==> config.mk <==
export PLATFORM = sky130hd
export DESIGN_NAME = uart_num_parser
export DESIGN_NICKNAME = d
export VERILOG_FILES = /design/src/rtl/uart_num_parser.sv
export SDC_FILE = /design/constraint.sdc
export NUM_CORES = 1
export LEC_CHECK = 0
export ABC_AREA = 1
export CAP_MARGIN = 20
export CELL_PAD_IN_SITES_DETAIL_PLACEMENT = 1
export CELL_PAD_IN_SITES_GLOBAL_PLACEMENT = 1
export CORE_ASPECT_RATIO = 0.8
export CORE_MARGIN = 2
export CORE_UTILIZATION = 42
export CTS_CLUSTER_DIAMETER = 150
export DETAILED_ROUTE_END_ITERATION = 8
export GPL_TIMING_DRIVEN = 0
export PLACE_DENSITY = 0.93
export SYNTH_ARGS = -nofsm -noshare
export SYNTH_HDL_FRONTEND = slang
export SYNTH_SLANG_ARGS = --single-unit
export TNS_END_PERCENT = 10
==> constraint.sdc <==
create_clock -name clk -period 3.16 [get_ports clk]
set_input_delay 0.632 -clock clk [delete_from_list [all_inputs] [get_ports clk]]
set_output_delay 0.632 -clock clk [all_outputs]
set_load 0.005 [all_outputs]
==> src/rtl/uart_num_parser.sv <==
// Parses decimal ASCII tokens from a UART byte stream into WIDTH-bit numbers.
// Optional feature: define UART_NUM_PARSER_NEG_EN to accept a leading '-' (two's complement output).
module uart_num_parser #(
    parameter int WIDTH   = 16,
    parameter int MAX_VAL = 65535
) (
    input  logic             clk,
    input  logic             rst,
    input  logic [7:0]       rx_data,
    input  logic             rx_valid,
    output logic [WIDTH-1:0] num_value,
    output logic             num_valid,
    input  logic             num_ready,
    output logic             err_pulse,
    output logic             overrun
);

    // Four spare bits keep acc*10+9 from wrapping, so the overflow compare is exact.
    localparam int ACC_W = WIDTH + 4;
    localparam logic [ACC_W-1:0] MAX_ACC = ACC_W'(MAX_VAL);

    typedef enum logic [1:0] {
        IDLE  = 2'd0,
        ACCUM = 2'd1,
        DROP  = 2'd2
    } state_t;

    state_t           state;
    logic [ACC_W-1:0] acc;
`ifdef UART_NUM_PARSER_NEG_EN
    logic             neg;
    logic             has_digit;
    logic             is_minus;
`endif

    logic             is_digit;
    logic             is_delim;
    logic [ACC_W-1:0] digit;
    logic [ACC_W-1:0] acc_step;
    logic             acc_over;
    logic             token_done;
    logic             accept;
    logic [WIDTH-1:0] result;

    always_comb begin
        is_digit = (rx_data >= 8'h30) && (rx_data <= 8'h39);
        is_delim = (rx_data == 8'h20) || (rx_data == 8'h0D) ||
                   (rx_data == 8'h0A) || (rx_data == 8'h2C);
        digit    = {{(ACC_W-4){1'b0}}, rx_data[3:0]};
        acc_step = (acc << 3) + (acc << 1) + digit;
        acc_over = acc_step > MAX_ACC;
        accept   = num_valid && num_ready;
`ifdef UART_NUM_PARSER_NEG_EN
        is_minus   = (rx_data == 8'h2D);
        token_done = rx_valid && (state == ACCUM) && is_delim && has_digit;
        result     = neg ? (WIDTH'(0) - acc[WIDTH-1:0]) : acc[WIDTH-1:0];
`else
        token_done = rx_valid && (state == ACCUM) && is_delim;
        result     = acc[WIDTH-1:0];
`endif
    end

    always_ff @(posedge clk or posedge rst) begin
        if (rst) begin
            state     <= IDLE;
            acc       <= '0;
            num_value <= '0;
            num_valid <= 1'b0;
            err_pulse <= 1'b0;
            overrun   <= 1'b0;
`ifdef UART_NUM_PARSER_NEG_EN
            neg       <= 1'b0;
            has_digit <= 1'b0;
`endif
        end else begin
            err_pulse <= 1'b0;

            // Output holding register: a completion while the consumer stalls is lost.
            if (token_done) begin
                if (!num_valid || num_ready) begin
                    num_value <= result;
                    num_valid <= 1'b1;
                end else begin
                    overrun <= 1'b1;
                end
            end else if (accept) begin
                num_valid <= 1'b0;
            end

            if (rx_valid) begin
                case (state)
                    IDLE: begin
                        if (is_digit) begin
                            acc   <= digit;
                            state <= ACCUM;
`ifdef UART_NUM_PARSER_NEG_EN
                            neg       <= 1'b0;
                            has_digit <= 1'b1;
                        end else if (is_minus) begin
                            acc       <= '0;
                            neg       <= 1'b1;
                            has_digit <= 1'b0;
                            state     <= ACCUM;
`endif
                        end else if (!is_delim) begin
                            err_pulse <= 1'b1;
                            state     <= DROP;
                        end
                    end
                    ACCUM: begin
                        if (is_digit) begin
                            if (acc_over) begin
                                err_pulse <= 1'b1;
                                state     <= DROP;
                            end else begin
                                acc <= acc_step;
`ifdef UART_NUM_PARSER_NEG_EN
                                has_digit <= 1'b1;
`endif
                            end
                        end else if (is_delim) begin
                            state <= IDLE;
`ifdef UART_NUM_PARSER_NEG_EN
                            // A bare '-' is a malformed token.
                            if (!has_digit)
                                err_pulse <= 1'b1;
`endif
                        end else begin
                            err_pulse <= 1'b1;
                            state     <= DROP;
                        end
                    end
                    DROP: begin
                        if (is_delim)
                            state <= IDLE;
                    end
                    default: state <= IDLE;
                endcase
            end
        end
    end

endmodule

==> results of run 1 <==
## cells in the final DEF (no fill, tap or decap), types with 3 or more instances in the layout
cell type and count:
nor2_1 16, buf_4 12, clkdlybuf4s50_1 27, nand2_2 8
clkbuf_8 5, buf_2 3, xor2_1 3, nand3_1 44
inv_1 53, a21oi_1 21, clkbuf_1 3, nand2_1 146
dfrtp_1 40, o21ai_0 16, a21boi_0 4, ha_1 33
nand3_2 3
## per-stage QoR
stage          total power, uW  utilization (%)  setup slack, ns  hold WS, ns  cell area (um^2)
5_1_grt                   1400             53.5          0.00801        0.495              3760
2_1_floorplan              791                -            0.315        0.451              3100
3_3_place_gp               867             49.9           -0.717        0.441              3500
6_report                  1350             53.5            0.157        0.468              3760
3_5_place_dp               899             49.9           -0.754        0.454              3500
4_1_cts                   1340             53.1           0.0224        0.471              3730
## worst paths after layout
path                                      from                        end
max in group asynchronous                  rst         acc[3]$_DFFE_PP0P_
min in group asynchronous                  rst  num_value[10]$_DFFE_PP0P_
max reg2reg                 acc[0]$_DFFE_PP0P_        acc[15]$_DFFE_PP0P_
max                                 rx_data[2]        acc[15]$_DFFE_PP0P_
min                        overrun$_DFFE_PP0P_        overrun$_DFFE_PP0P_
min reg2reg                overrun$_DFFE_PP0P_        overrun$_DFFE_PP0P_
## worst max-delay path, delay by kind of cell
| kind | cells | cell delay (ns) |
|---|---|---|
| buf+inv | 3 | 0.48 |
| compound gates | 2 | 0.26 |
| simple gates | 10 | 0.97 |
| fa+ha+maj | 3 | 0.88 |
## area by class of cell
cell class | instances | area share (%)
flip-flops and latches | 40 | 26.6
multi-input cells | 323 | 49.4
well taps | 87 | 2.90
plain buffers | 9 | 2.03
clock buffers | 6 | 1.93
inverters | 57 | 5.69
clock inverters | 2 | 0.932
repair buffers | 42 | 10.5
## power groups by stage
stage               logic [uW]  registers [uW]  clock network (uW)
finish                     337             574                 440
global route               378             577                 450
CTS                        329             574                 438
detailed placement         316             583                   0
global placement           285             582                   0
floorplan                  216             574                   0
## synthesized netlist by cell type, types with 3 or more instances
cell      count
nand2_1     149
inv_1        54
nand3_1      45
dfrtp_1      40
ha_1         34
a21oi_1      21
nor2_1       18
o21ai_0      16
nand2_2       6
a21boi_0      4
buf_2         3
nand3_2       3
xor2_1        3
## sequential cells by signal (all words and copies together) (netlist names)
signal,count
state,2
num_valid,1
err_pulse,1
overrun,1
acc,19
num_value,16
## timing repair
action,in CTS,in global routing
pin swaps,11,3
gates cloned,0,0
endpoints found under the setup margin,22,22
buffers inserted,11,1
endpoints found under the hold margin,0,0
gates resized for setup,10,8
## cells by family after synthesis
family / Yosys count / share of synthesized area [%]
simple gates: 235 / 33.5
buf+inv: 66 / 9.26
compound gates: 47 / 8.49
flops: 40 / 32.3
fa+ha+maj: 36 / 15.0
xor+xnor: 5 / 1.41
## per-layer routing
layer | up-vias | GRT usage [%]
met3 | 29 | 4.30
met1 | 1524 | 31.4
met5 | - | 0
li1 | 1479 | -
met4 | 0 | 9.59
met2 | 69 | 47.4
==> impl_metrics.env, run 1 <==
export IMPL_worstRegToRegCells=19
export IMPL_cts_sinks=40
export IMPL_hold_buffers=0
export IMPL_endpoint_kind="flip-flop"
export IMPL_fin_nets=526
export IMPL_dieWidth_um=100
export IMPL_slew_viol_final=0
export IMPL_synth_area_leaders="dfrtp_1 32%, nand2_1 18%, ha_1 14%"
export IMPL_clk_path_buf_depth=2
export IMPL_multi_input_area_mm2=0.00186
export IMPL_fin_cells=566
export IMPL_ant_nets=0
export IMPL_pin_count=31
export IMPL_cp_start_kind="input pin"
export IMPL_worstPathMaxFanout=3
export IMPL_highest_layer="met4"
export IMPL_synthCells=429
export IMPL_wl_met2_um=4990
export IMPL_comb_power_share_pct=25.0
export IMPL_critPathSlowestCell="fa_2"
export IMPL_drive_gt1_share_pct=11.7
export IMPL_synth_seq_cells=40
export IMPL_cap_violations=0
export IMPL_dp_cells=546
export IMPL_syn_nets=477
export IMPL_fp_dieArea_mm2=0.00808
export IMPL_seq_area_frac_synth_pct=32.3
export IMPL_crit_required_ns=3.36
export IMPL_grt_max_degree=41
export IMPL_leakage_uw=0.00221
export IMPL_antenna_found_initial=0
export IMPL_rsz0062_at_grt="false"
export IMPL_syn_to_final_growth_pct=21.4
export IMPL_htreeDepth=2
export IMPL_synth_flop_cell="dfrtp_1"
export IMPL_async_reset_ff_share_pct=100
export IMPL_dr_pass1_iters=4
export IMPL_synth_area_mm2=0.00310
export IMPL_fin_setup_tns_ns=0
export IMPL_cts_root_buf="clkbuf_8"
export IMPL_vias_per_cell=5.48
export IMPL_gr_usage_all_layers_pct=26.1
export IMPL_yosysTopAreaCell="dfrtp_1"
export IMPL_io_buffers=30
export IMPL_nFillCells=919
export IMPL_vias=3101
export IMPL_wl_per_cell_um=17.5
export IMPL_drt_met1_wl_um=4260
export IMPL_regToRegSetupSlack_ns=0.19
export IMPL_crit_type="input pin to flip-flop"
export IMPL_die_y_um=80.8
export IMPL_min_period_over_period_pct=95.0
export IMPL_gr_total_overflow=0
export IMPL_power_internal_uw=906
export IMPL_crit_top_cell="nand2_1"
export IMPL_crit_path_max_incr_delay_ns=0.42
export IMPL_syn_area_per_cell_um2=7.22
export IMPL_wl_um=9880
export IMPL_ys_types=37
export IMPL_p_switching_uw=445
export IMPL_grt_pass1_vias=3339
export IMPL_std_cell_rows=27
export IMPL_wl_met3_um=366
export IMPL_power_density_mw_per_mm2=360
export IMPL_drt_iter0_drc=143
export IMPL_drc_errors=0
export IMPL_clkPwrFrac_pct=32.6
export IMPL_gp_congestion=0.859
export IMPL_num_antenna_cells=0
export IMPL_dp_hpwl_um=7020
export IMPL_grt_first_pass_wirelength_um=16300
export IMPL_start_util_pct=44.1
export IMPL_clkTransAtPathRegs_ns=0.09
export IMPL_fmax_mhz=333
export IMPL_setup_viol=0
export IMPL_cts_inserted_buffers=5
export IMPL_p_seq_share_pct=42.4
export IMPL_worstSkewPairLatency_ns=0.31
export IMPL_finClkSkew_ns=0.0102
export IMPL_yosys_warnings=0
export IMPL_timing_final_crit_period_ns=3.00
export IMPL_hold_depth=1
export IMPL_core_area_mm2=0.00703
export IMPL_worstPathArrival_ns=3.21
export IMPL_relSlewSlack_pct=44.1
export IMPL_finalHoldViolCount=0
export IMPL_path_cells="dlygate4sd2_1, ha_1, ha_2, inv_1, fa_2, nor2_2, o21ai_0, nand2_1, nand2_1, nand3_1, nand2_1, a21oi_4, nand2_1, nand2_2, nand2_4, buf_4, nand2_1, nand2_1"
export IMPL_worst_pin_slew_ns=0.837
export IMPL_switching_share_pct=32.9
export IMPL_synth_top_cell_area_share_pct=32.3
export IMPL_cts_tree="done"
export IMPL_synth_edf_count=0
export IMPL_status="complete, no violations"
export IMPL_area_sequential_mm2=0.00100
export IMPL_peakVddDrop_uv=323
export IMPL_hp_class="flip-flop to flip-flop"
No activity file was read; power rests on OpenSTA's default activity.
==> run 2: changes to the inputs <==
--- a/config.mk
+++ b/config.mk
@@ -11,11 +11,11 @@
 export CELL_PAD_IN_SITES_GLOBAL_PLACEMENT = 1
 export CORE_ASPECT_RATIO = 0.8
 export CORE_MARGIN = 2
-export CORE_UTILIZATION = 42
+export CORE_UTILIZATION = 45
 export CTS_CLUSTER_DIAMETER = 150
 export DETAILED_ROUTE_END_ITERATION = 8
 export GPL_TIMING_DRIVEN = 0
-export PLACE_DENSITY = 0.93
+export PLACE_DENSITY = 0.95
 export SYNTH_ARGS = -nofsm -noshare
 export SYNTH_HDL_FRONTEND = slang
 export SYNTH_SLANG_ARGS = --single-unit
==> constraint.sdc (replaced) <==
create_clock -name clk -period 3.65 [get_ports clk]
set_input_delay 0.73 -clock clk [delete_from_list [all_inputs] [get_ports clk]]
set_output_delay 0.73 -clock clk [all_outputs]
set_load 0.005 [all_outputs]
==> run 2 against run 1 <==
Via count up 1.5%. Non-clock buffer count down 9. Worst setup slack better by 0.013 ns. Critical path type unchanged. Clock skew down 0.0054 ns. Sequential share of layout area up 0.73 points. Critical endpoint is now acc[11]$_DFFE_PP0P_. Worst hold slack better by 0.0062 ns.
==> impl_metrics.env, run 2 (synthesis gave the netlist of run 1 again) <==
export IMPL_status="complete, no violations"
export IMPL_antenna_found_initial=0
export IMPL_cts_sinks=40
export IMPL_io_buffers=30
export IMPL_vias=3148
export IMPL_clkPwrFrac_pct=28.5
export IMPL_r2r_start="acc[2]$_DFFE_PP0P_"
export IMPL_wl_um=10200
export IMPL_crit_required_ns=3.89
export IMPL_gr_usage_all_layers_pct=26.8
export IMPL_hold_ws_ns=0.475
export IMPL_fmax_mhz=287
export IMPL_clkTransAtPathRegs_ns=0.09
export IMPL_relSlewSlack_pct=42.1
export IMPL_syn_to_final_growth_pct=18.2
export IMPL_timing_rr_end="acc[11]$_DFFE_PP0P_"
export IMPL_worst_pin_slew_ns=0.867
export IMPL_dp_hpwl_um=7600
export IMPL_leakage_uw=0.00216
export IMPL_wl_per_cell_um=18.3
export IMPL_start_util_pct=45.8
export IMPL_total_power_uw=1090
export IMPL_slew_viol_final=0
export IMPL_grt_pass1_vias=3263
export IMPL_timing_final_crit_period_ns=3.48
export IMPL_ant_nets=0
export IMPL_power_density_mw_per_mm2=297
export IMPL_std_cell_rows=27
export IMPL_drt_iter0_drc=116
export IMPL_die_y_um=78.2
export IMPL_clk_path_buf_depth=2
export IMPL_worstPathMaxFanout=10
export IMPL_crit_type="input pin to flip-flop"
export IMPL_regToRegSetupSlack_ns=0.47
export IMPL_finClkSkew_ns=0.00477
export IMPL_worstPathArrival_ns=3.72
export IMPL_largest_reg_flops=19
export IMPL_p_switching_uw=381
export IMPL_min_period_over_period_pct=95.3
export IMPL_grt_first_pass_wirelength_um=16200
export IMPL_dieWidth_um=96.7
export IMPL_fin_nets=517
export IMPL_cap_violations=0
export IMPL_finalHoldViolCount=0
export IMPL_num_antenna_cells=0
export IMPL_gr_total_overflow=0
export IMPL_cts_root_buf="clkbuf_8"
export IMPL_p_seq_share_pct=45.9
export IMPL_largestRegisters="acc: 19 flops, num_value: 16 flops, state: 2 flops"
export IMPL_htreeDepth=2
export IMPL_pin_count=31
export IMPL_top_register="acc"
export IMPL_fp_dieArea_mm2=0.00756
export IMPL_drc_errors=0
export IMPL_cts_inserted_buffers=5
export IMPL_setup_viol=0
export IMPL_worstSkewPairLatency_ns=0.30
export IMPL_final_common_cell="nand2_1"
export IMPL_endpoint_kind="flip-flop"
export IMPL_setup_worst_path_start="rx_data[2]"
export IMPL_power_internal_uw=707
export IMPL_grt_max_degree=41
export IMPL_drive_gt1_share_pct=9.15
export IMPL_cts_tree="done"
export IMPL_cp_start_kind="input pin"
export IMPL_dr_pass1_iters=4
export IMPL_vias_per_cell=5.65
export IMPL_switching_share_pct=35.0
export IMPL_gp_congestion=0.851
export IMPL_comb_power_share_pct=25.6
export IMPL_worstRegToRegCells=19
export IMPL_peakVddDrop_uv=173
export IMPL_final_cell_mix="148 x nand2_1, 53 x inv_1, 45 x nand3_1, 40 x dfrtp_1, 34 x ha_1"
export IMPL_core_area_mm2=0.00676
export IMPL_hp_class="flip-flop to flip-flop"
export IMPL_crit_end="acc[11]$_DFFE_PP0P_"
## run 2: power groups by stage
stage,sequential [uW],combinational (uW),clock (uW)
2_1_floorplan,497,187,0
3_3_place_gp,506,245,0
3_5_place_dp,508,269,0
4_1_cts,499,276,301
5_1_grt,502,317,324
6_report,499,278,310
## run 2: final cells by class
class	count	area, um^2
buffer	9	76.3
clock buffer	5	68.8
clock inverter	3	18.8
fill	875	3100
inverter	57	214
multi-input combinational	323	1840
sequential	40	1000
tap	87	109
timing repair buffer	33	328
## run 2: how the worst min path moves through the flow
stage	start	to	slack [ns]	cells past startpoint
floorplan	overrun$_DFFE_PP0P_	overrun$_DFFE_PP0P_	0.45	1
global placement	overrun$_DFFE_PP0P_	overrun$_DFFE_PP0P_	0.44	1
detailed placement	num_value[14]$_DFFE_PP0P_	num_value[14]$_DFFE_PP0P_	0.47	2
CTS	num_value[14]$_DFFE_PP0P_	num_value[14]$_DFFE_PP0P_	0.48	2
global route	num_value[14]$_DFFE_PP0P_	num_value[14]$_DFFE_PP0P_	0.50	2
finish	num_value[14]$_DFFE_PP0P_	num_value[14]$_DFFE_PP0P_	0.47	2
## run 2: critical path, cell delays in order
cell and delay (ns):
clkdlybuf4s50_1 0.45, ha_1 0.30, ha_1 0.20, inv_1 0.07, fa_2 0.37, nor2_1 0.16, o21ai_1 0.10, nand2_1 0.14
nand2_1 0.09, nand3_1 0.08, nand2_1 0.09, a21oi_4 0.17, nand2_1 0.10, nand2_2 0.12, buf_8 0.16, buf_12 0.13
nand3_1 0.12, nand2_1 0.12
## run 2: per-layer routing
| metal | vias up | track usage [%] | share of wire (%) |
|---|---|---|---|
| met5 | - | 0 | 0 |
| met3 | 36 | 3.83 | 4.5 |
| met4 | 0 | 10.4 | 4.1 |
| li1 | 1466 | - | - |
| met2 | 101 | 47.3 | 50 |
| met1 | 1545 | 33.5 | 41 |
## run 2: per-stage QoR
stage	setup WS, ns	util, %	cells	area [um^2]	setup TNS [ns]
2_1_floorplan	0.707	-	429	3100	0
3_3_place_gp	-0.313	51.9	546	3500	-4.94
3_5_place_dp	-0.453	51.9	546	3500	-7.25
4_1_cts	0.00277	53.5	556	3610	0
5_1_grt	-0.0254	54.1	557	3660	-0.0254
6_report	0.170	54.1	557	3660	0
## run 2: timing repair
item | in CTS | in global routing
gates resized for setup | 2 | 10
pin swaps | 2 | 3
setup endpoints to repair | 12 | 22
hold buffers | 0 | 0
setup buffers | 2 | 1
